**src/rtl/floating_divider_32b_if.sv**
```systemverilog
// Request/result bundle for the single-precision divider: operands and start
// travel toward the divider, quotient, flags and status travel back.
interface floating_divider_32b_if;
    logic        start;
    logic [31:0] a;
    logic [31:0] b;
    logic [31:0] c;
    logic        ov;
    logic        dz;
    logic        busy;
    logic        done;

    modport master (
        output start, a, b,
        input  c, ov, dz, busy, done
    );

    modport slave (
        input  start, a, b,
        output c, ov, dz, busy, done
    );
endinterface

```
**src/rtl/floating_divider_32b.sv**
```systemverilog
// Iterative IEEE-754 single-precision divider, one quotient bit per clock.
// Denormals flush to zero and the quotient is truncated (round toward zero).
// Fixed 28-cycle latency from the accepting edge to the done pulse.
module floating_divider_32b (
    input  logic                  clk,
    input  logic                  rst,
    floating_divider_32b_if.slave bus
);
    localparam logic [2:0] S_IDLE = 3'd0;
    localparam logic [2:0] S_PREP = 3'd1;
    localparam logic [2:0] S_DIV  = 3'd2;
    localparam logic [2:0] S_NORM = 3'd3;
    localparam logic [2:0] S_DONE = 3'd4;

    localparam logic [31:0] QNAN = 32'h7FC0_0000;

    logic [2:0]        state;
    logic [31:0]       a_reg;
    logic [31:0]       b_reg;
    logic              sign;
    logic signed [9:0] exp_val;
    logic [23:0]       div_mant;
    logic [24:0]       rem;
    logic [24:0]       quo;
    logic [4:0]        count;
    logic              special;
    logic [31:0]       special_c;
    logic              special_dz;
    logic [31:0]       c_reg;
    logic              ov_reg;
    logic              dz_reg;
    logic              busy_reg;
    logic              done_reg;

    // Operand unpacking (from the captured operands)
    logic [7:0]        ea, eb;
    logic [22:0]       fa, fb;
    logic              a_zero, b_zero, a_inf, b_inf, a_nan, b_nan;
    logic              prep_sign;
    logic signed [9:0] prep_exp;
    logic              prep_special;
    logic [31:0]       prep_c;
    logic              prep_dz;

    assign ea        = a_reg[30:23];
    assign eb        = b_reg[30:23];
    assign fa        = a_reg[22:0];
    assign fb        = b_reg[22:0];
    assign a_zero    = (ea == 8'h00);
    assign b_zero    = (eb == 8'h00);
    assign a_inf     = (ea == 8'hFF) && (fa == 23'd0);
    assign b_inf     = (eb == 8'hFF) && (fb == 23'd0);
    assign a_nan     = (ea == 8'hFF) && (fa != 23'd0);
    assign b_nan     = (eb == 8'hFF) && (fb != 23'd0);
    assign prep_sign = a_reg[31] ^ b_reg[31];
    assign prep_exp  = $signed({2'b00, ea}) - $signed({2'b00, eb}) + 10'sd127;

    // Special-case classification, highest priority first
    always_comb begin
        prep_special = 1'b1;
        prep_c       = QNAN;
        prep_dz      = 1'b0;
        if (a_nan || b_nan || (a_zero && b_zero) || (a_inf && b_inf)) begin
            prep_c = QNAN;
        end else if (a_inf) begin
            prep_c = {prep_sign, 8'hFF, 23'd0};
        end else if (b_zero) begin
            prep_c  = {prep_sign, 8'hFF, 23'd0};
            prep_dz = 1'b1;
        end else if (a_zero || b_inf) begin
            prep_c = {prep_sign, 31'd0};
        end else begin
            prep_special = 1'b0;
        end
    end

    // One restoring-division step: keep the difference when it does not go
    // negative, then shift the partial remainder for the next quotient bit.
    // The remainder stays below twice the divisor, so 25 bits are enough.
    logic        step_ge;
    logic [24:0] step_diff;
    logic [24:0] step_sel;
    logic [24:0] rem_next;

    always_comb begin
        step_ge   = (rem >= {1'b0, div_mant});
        step_diff = rem - {1'b0, div_mant};
        step_sel  = step_ge ? step_diff : rem;
        rem_next  = step_sel << 1;
    end

    // Normalisation, range check and special-result override
    logic [22:0]       norm_frac;
    logic signed [9:0] norm_exp;
    logic [31:0]       norm_c;
    logic              norm_ov;
    logic              norm_dz;

    always_comb begin
        if (quo[24]) begin
            norm_frac = quo[23:1];
            norm_exp  = exp_val;
        end else begin
            norm_frac = quo[22:0];
            norm_exp  = exp_val - 10'sd1;
        end
        norm_ov = 1'b0;
        norm_dz = 1'b0;
        if (special) begin
            norm_c  = special_c;
            norm_dz = special_dz;
        end else if (norm_exp >= 10'sd255) begin
            norm_c  = {sign, 8'hFF, 23'd0};
            norm_ov = 1'b1;
        end else if (norm_exp <= 10'sd0) begin
            norm_c  = {sign, 31'd0};
        end else begin
            norm_c  = {sign, norm_exp[7:0], norm_frac};
        end
    end

    // Sequencer and datapath registers
    always_ff @(posedge clk or negedge rst) begin
        if (!rst) begin
            state      <= S_IDLE;
            a_reg      <= '0;
            b_reg      <= '0;
            sign       <= 1'b0;
            exp_val    <= '0;
            div_mant   <= '0;
            rem        <= '0;
            quo        <= '0;
            count      <= '0;
            special    <= 1'b0;
            special_c  <= '0;
            special_dz <= 1'b0;
            c_reg      <= '0;
            ov_reg     <= 1'b0;
            dz_reg     <= 1'b0;
            busy_reg   <= 1'b0;
            done_reg   <= 1'b0;
        end else begin
            case (state)
                S_IDLE: begin
                    done_reg <= 1'b0;
                    if (bus.start) begin
                        a_reg    <= bus.a;
                        b_reg    <= bus.b;
                        ov_reg   <= 1'b0;
                        dz_reg   <= 1'b0;
                        busy_reg <= 1'b1;
                        state    <= S_PREP;
                    end
                end
                S_PREP: begin
                    sign       <= prep_sign;
                    exp_val    <= prep_exp;
                    rem        <= {1'b0, 1'b1, fa};
                    div_mant   <= {1'b1, fb};
                    quo        <= '0;
                    count      <= '0;
                    special    <= prep_special;
                    special_c  <= prep_c;
                    special_dz <= prep_dz;
                    state      <= S_DIV;
                end
                S_DIV: begin
                    rem   <= rem_next;
                    quo   <= {quo[23:0], step_ge};
                    count <= count + 5'd1;
                    if (count == 5'd24) begin
                        state <= S_NORM;
                    end
                end
                S_NORM: begin
                    c_reg  <= norm_c;
                    ov_reg <= norm_ov;
                    dz_reg <= norm_dz;
                    state  <= S_DONE;
                end
                S_DONE: begin
                    done_reg <= 1'b1;
                    busy_reg <= 1'b0;
                    state    <= S_IDLE;
                end
                default: begin
                    state    <= S_IDLE;
                    busy_reg <= 1'b0;
                    done_reg <= 1'b0;
                end
            endcase
        end
    end

    assign bus.c    = c_reg;
    assign bus.ov   = ov_reg;
    assign bus.dz   = dz_reg;
    assign bus.busy = busy_reg;
    assign bus.done = done_reg;
endmodule

```
**src/flat_wrapper.sv**
```systemverilog
// flat-port wrapper written by rule: the top's interface ports become plain ports
module floating_divider_32b_flat 
  (clk, rst, bus_start, bus_a, bus_b, bus_c, bus_ov, bus_dz, bus_busy, bus_done);
  floating_divider_32b_if bus_i ();
  input  logic clk;
  input  logic rst;
  input wire logic [$bits(bus_i.start)-1:0] bus_start;
  input wire logic [$bits(bus_i.a)-1:0] bus_a;
  input wire logic [$bits(bus_i.b)-1:0] bus_b;
  output wire logic [$bits(bus_i.c)-1:0] bus_c;
  output wire logic [$bits(bus_i.ov)-1:0] bus_ov;
  output wire logic [$bits(bus_i.dz)-1:0] bus_dz;
  output wire logic [$bits(bus_i.busy)-1:0] bus_busy;
  output wire logic [$bits(bus_i.done)-1:0] bus_done;
  assign bus_i.start = bus_start;
  assign bus_i.a = bus_a;
  assign bus_i.b = bus_b;
  assign bus_c = bus_i.c;
  assign bus_ov = bus_i.ov;
  assign bus_dz = bus_i.dz;
  assign bus_busy = bus_i.busy;
  assign bus_done = bus_i.done;
  floating_divider_32b u_core (.clk(clk), .rst(rst), .bus(bus_i));
endmodule
```
**config.mk**
```make
export PLATFORM = sky130hd
export DESIGN_NAME = floating_divider_32b_flat
export DESIGN_NICKNAME = d
export VERILOG_FILES = /design/src/rtl/floating_divider_32b_if.sv /design/src/rtl/floating_divider_32b.sv /design/src/flat_wrapper.sv
export SDC_FILE = /design/constraint.sdc
export NUM_CORES = 1
export LEC_CHECK = 0
export CORE_MARGIN = 4
export CORE_UTILIZATION = 57
export CTS_CLUSTER_DIAMETER = 120
export CTS_CLUSTER_SIZE = 28
export DETAILED_ROUTE_END_ITERATION = 16
export PLACE_DENSITY = 0.88
export SKIP_CTS_REPAIR_TIMING = 1
export SLEW_MARGIN = 40
export SYNTH_ARGS = -nofsm -noshare
export SYNTH_HDL_FRONTEND = slang
export SYNTH_SLANG_ARGS = --single-unit
```
**constraint.sdc**
```tcl
create_clock -name clk -period 3.9 [get_ports clk]
set_input_delay 0.39 -clock clk [delete_from_list [all_inputs] [get_ports clk]]
set_output_delay 0.39 -clock clk [all_outputs]
set_load 0.02 [all_outputs]
```
Yosys cells after proc, flatten, opt, wreduce, memory -nomap -nowiden
Index checks and enable logic that the tools add are counted. W data, S select, Z words.

Bits in registers: 227. Output and inout port bits: 36. Input bits: 67.

Equality and inequality tests: 9. Multiplexer cells: 32. Add/sub/neg operators: 5. Bitwise gates (word level): 2. Order comparisons: 3. Reductions and logical operators: 24.

Operator list (count): $mux W32 (5); $pmux W25 S2 (2); $mux W31 (2); $logic_not A23 Y1 (2); $reduce_bool A23 Y1 (2); $ge A25 B24 Y1 (1); $mux W24 (1); $sub A24 B24 Y24 (1); $mux W23 (1); $eq A8 B8 Y1 const B (2); $logic_not A8 Y1 (2); $mux W1 (12); $pmux W3 S4 (1); $add A10 B8 Y10 const B (1); $ge A10 B9 Y1 const B (1); $le A10 B1 Y1 const B (1); $mux W10 (1); $pmux W5 S2 (1); $sub A10 B2 Y10 const B (1); $sub A8 B8 Y9 (1); $pmux W1 S2 (4); $reduce_and A2 Y1 (4); $eq A3 B2 Y1 const B (2); $logic_and A1 B1 Y1 (6); 13 further kinds (18).

Depth between registers and ports, before layout
Word-level depth: 7. Mapped depth: 13. Depth with buffers taken out: 13.

Worst setup path after synthesis
No wires, ideal clock.

Kind: reg2reg. Start: register u_core.exp_val[0]. End: register u_core.c_reg[22], in the netlist u_core.bus.c[22]. Path slack: 1.140 ns. Path buffers: 1. Setup time: 0.126 ns. Required time: 3.774 ns. Arrival: 2.634 ns. Clock period less this slack: 2.760 ns. Cell stages (with the launch flop): 12. Cells stage by stage: dfrtp_1 > inv_1 > ha_1 > nor4b_2 > xnor2_1 > or4_1 > or4b_1 > o2bb2ai_1 > a21oi_2 > nand4_2 > buf_6 > o22ai_1.

Cells in the longest elaborated chain, start to end: 6. Elaborated cells between the ends (all ways): 7.

RTL lines: start: declaration (RTL line floating_divider_32b.sv:21) `logic signed [9:0] exp_val;`; start signal: assignment (RTL line floating_divider_32b.sv:157) `exp_val <= prep_exp;`; $sub A10 B2 Y10 (RTL line floating_divider_32b.sv:105) `norm_exp = exp_val - 10'sd1;`; $mux W10 * (RTL line floating_divider_32b.sv:100) `if (quo[24]) begin`; $le A10 B1 Y1 (RTL line floating_divider_32b.sv:115) `end else if (norm_exp <= 10'sd0) begin`; $mux W31 (RTL line floating_divider_32b.sv:115); $mux W31 * (RTL line floating_divider_32b.sv:112) `end else if (norm_exp >= 10'sd255) begin`; $mux W32 * (RTL line floating_divider_32b.sv:109) `if (special) begin`; end signal: assignment (RTL line floating_divider_32b.sv:176) `c_reg <= norm_c;`; end: declaration (RTL line floating_divider_32b.sv:29) `logic [31:0] c_reg;`.

Every way passes the cells marked *; elsewhere a longest branch is shown, timed or not. A chain may end at the register's enable or synchronous reset.

Worst setup path after layout
Start: register u_core.exp_val[3]. End: register u_core.c_reg[15], in the netlist u_core.bus.c[15].

Same word-level chain as after synthesis.

==> impl_metrics.csv <==
group,metric,value,unit
sta,max_slew_margin,49.5,%
floorplanning,die_width,141,um
synth,synth.avg_cell_area,9.91,um2
worst_setup_path,cpPeakStageDelay,0.60,ns
outcome,outcome,"finished clean",
cells_and_area,fillers,1283,
synth,synthCells,1020,
worst_setup_path,critical-path-top-delay-family,"simple AND/OR/NAND/NOR gates",
worst_setup_path,path_buf_inv,0,
cells_and_area,n_antenna_cell,0,
flow_run,maxCapViolations,0,
pwr,ir_drop,632,uV
floorplanning,die_area,19900,um2
sta,timing.fmax,301,MHz
clock_network,insertion_delay,0.44,ns
routing,wl_per_cell,17.9,um
cells_and_area,drive_above_1_share,10.5,%
worst_setup_path,cpMaxStageDelayCell,"nand4_2",
worst_setup_path,endpoint_kind,"register",
clock_network,h-tree-depth,4,
routing,drt_iter0_drc,686,
worst_setup_path,path_max_fanout,23,
cells_and_area,final_util,69.0,%
clock_network,numCtsBuffers,17,
synth,synth_cell_type_count,61,
routing,ant_nets,0,
placed_design,port_buffers,102,
clock_network,clockBufferDepth,2,
pwr,p_leak,5.09,nW
sta,holdWs,0.442,ns
cells_and_area,syn2layout_area_growth,18.5,%
synth,yosysMostFrequentCell,"dfrtp_1",
synth,synth-main-ff-cell,"dfrtp_1",
synth,synthArstFlopShare,100,%
synth,synth_top_area_cell,"dfrtp_1",
synth,synthTopCellsByCount,"dfrtp_1, nand2_1, o21ai_0",
sta,post-route-period-util,85.2,%
floorplanning,die_h,141,um
worst_setup_path,worstSetupStartpoint,"u_core.exp_val[3]",
sta,hold_viol_final,0,
worst_setup_path,reg2regPathDepth,7,
worst_setup_path,path_cells,"nor4_1, or3b_2, nor4_1, xor2_1, nor2_1, nand4_2, o21ai_1",
clock_network,cts_sinks,198,
global_routing,overflow,0,
sta,rsz0062_at_grt,"no",
synth,synth_nets,1125,
clock_network,cts_tree,"yes",
floorplanning,core,17400,um2
placed_design,place_congestion,0.908,
worst_setup_path,path_class,"reg -> reg",
floorplanning,start_util,58.3,%
min_path,worstHoldPathType,"in -> async",
worst_setup_path,r2r_slack,0.58,ns
global_routing,grt_usage,24.8,%
synth,synthTopCellsByArea,"dfrtp_1, mux2_2, nand2_1, ha_1, o21ai_0",
sta,min_period,3.32,ns
sta,worst_pin_slew,0.757,ns
routing,num_vias,8086,
routing,routed_wl,24000,um
worst_setup_path,cp-start-kind,"register",
synth,synth_edf_count,0,
worst_setup_path,r2r_end,"u_core.bus.c[15]",
global_routing,grt_pass1_vias,8189,
synth,synth-seq-cells,198,
synth,yosys_warnings,0,
sta,skew,0.00972,ns
synth,syn_area,10100,um2
floorplanning,io_pins,103,
clock_network,clk_pin_slew,0.08,ns
sta,finalSetupViolCount,0,
worst_setup_path,cpMostUsedCell,"nor4_1",
global_routing,grt_antenna_before_repair,0,
sta,finalSetupTns,0,ns
placed_design,placed_cells,1309,
routing,drc,0,
pwr,power_density,953,nW/um2
sta,slew_violations,0,
worst_setup_path,required,4.25,ns
floorplanning,rows,48,
worst_setup_path,r2r-start,"u_core.exp_val[3]",
routing,viasPerCell,6.02,
worst_setup_path,critical_path_arrival,3.67,ns
clock_network,root_buffer,"clkbuf_16",
synth,synth_top_area_share,49.0,%
global_routing,grt_pass1_wl,40100,um
cells_and_area,layout.nets,1210,
global_routing,grt_start_max_net_pins,151,
synth,synth-seq-area-share,49.0,%
routing,firstDrtPassIters,5,
placed_design,post-dp-hpwl,16200,um
cells_and_area,final_cells,1343,
## power breakdown
| part | total [W] | switching [W] | leakage [nW] | internal, W |
|---|---|---|---|---|
| Clock | 0.00180 | 0.000877 | 0.297 | 0.000923 |
| Combinational | 0.00602 | 0.00353 | 2.32 | 0.00250 |
| Sequential | 0.00360 | 0.000707 | 2.47 | 0.00289 |
| Total | 0.0114 | 0.00511 | 5.09 | 0.00631 |
## worst max path at each step
stage | endpoint | slack [ns] | depth (start not counted)
after floorplan | u_core.bus.c[22] | 1.14 | 11
after global placement | u_core.bus.c[22] | 0.85 | 7
after detailed placement | u_core.bus.c[0] | 0.73 | 10
after CTS | u_core.bus.c[11] | 0.61 | 10
after global routing | u_core.bus.c[15] | 0.32 | 7
final | u_core.bus.c[15] | 0.58 | 7
## worst reg2reg max path, stage by stage, from the launching register on
cell and delay (ns):
dfrtp_1 0.44, nor4_1 0.44, or3b_2 0.55, nor4_1 0.31
xor2_1 0.12, nor2_1 0.41, nand4_2 0.60, o21ai_1 0.37
## layer usage
layer | part of all wire (%) | wire length (um) | track usage [%] | up-vias
met5 | 0 | 0 | 0 | -
li1 | - | - | - | 3784
met3 | 6.0 | 1440 | 4.21 | 65
met2 | 51 | 12200 | 42.7 | 319
met4 | 2.5 | 590 | 7.96 | 0
met1 | 41 | 9800 | 32.0 | 3918
## cell families after synthesis
logic type | count (synthesis) | share of synthesized area [%]
AND/OR/NAND/NOR | 300 | 13.8
AO/OA/AOI/OAI | 255 | 15.5
flip-flops | 198 | 49.0
buffers and inverters | 100 | 3.87
multiplexers | 91 | 9.73
XOR/XNOR | 38 | 3.29
adder cells (fa/ha/maj) | 38 | 4.85
## final cells by class
class	count	area [um2]	area share [%]
well taps	225	282	2.35
clock inverters	15	178	1.48
flip-flops and latches	198	4950	41.4
multi-input cells	722	4790	40.0
repair buffers	113	1150	9.64
clock buffers	17	425	3.55
inverters	53	199	1.66
## through the flow
stage	area, um2	setup WS, ns	power [W]
4_1_cts	11900	0.614	0.0114
5_1_grt	12000	0.316	0.0123
6_report	12000	0.578	0.0114
2_1_floorplan	10100	1.14	0.00791
3_5_place_dp	11300	0.728	0.00946
3_3_place_gp	11300	0.853	0.00921
## placed cells by master, fill, tap and decap left out, types with 20 or more instances in the layout
master and count:
nor2_1 41, inv_1 52, a21oi_1 44, clkdlybuf4s50_1 101, ha_1 36, dfrtp_1 198, a22o_1 25, o21ai_0 84
o21ai_1 23, nand2_1 152, xnor2_1 20, mux2_2 58, mux2i_1 33
Note: power is estimated with default switching activity, not from simulation.
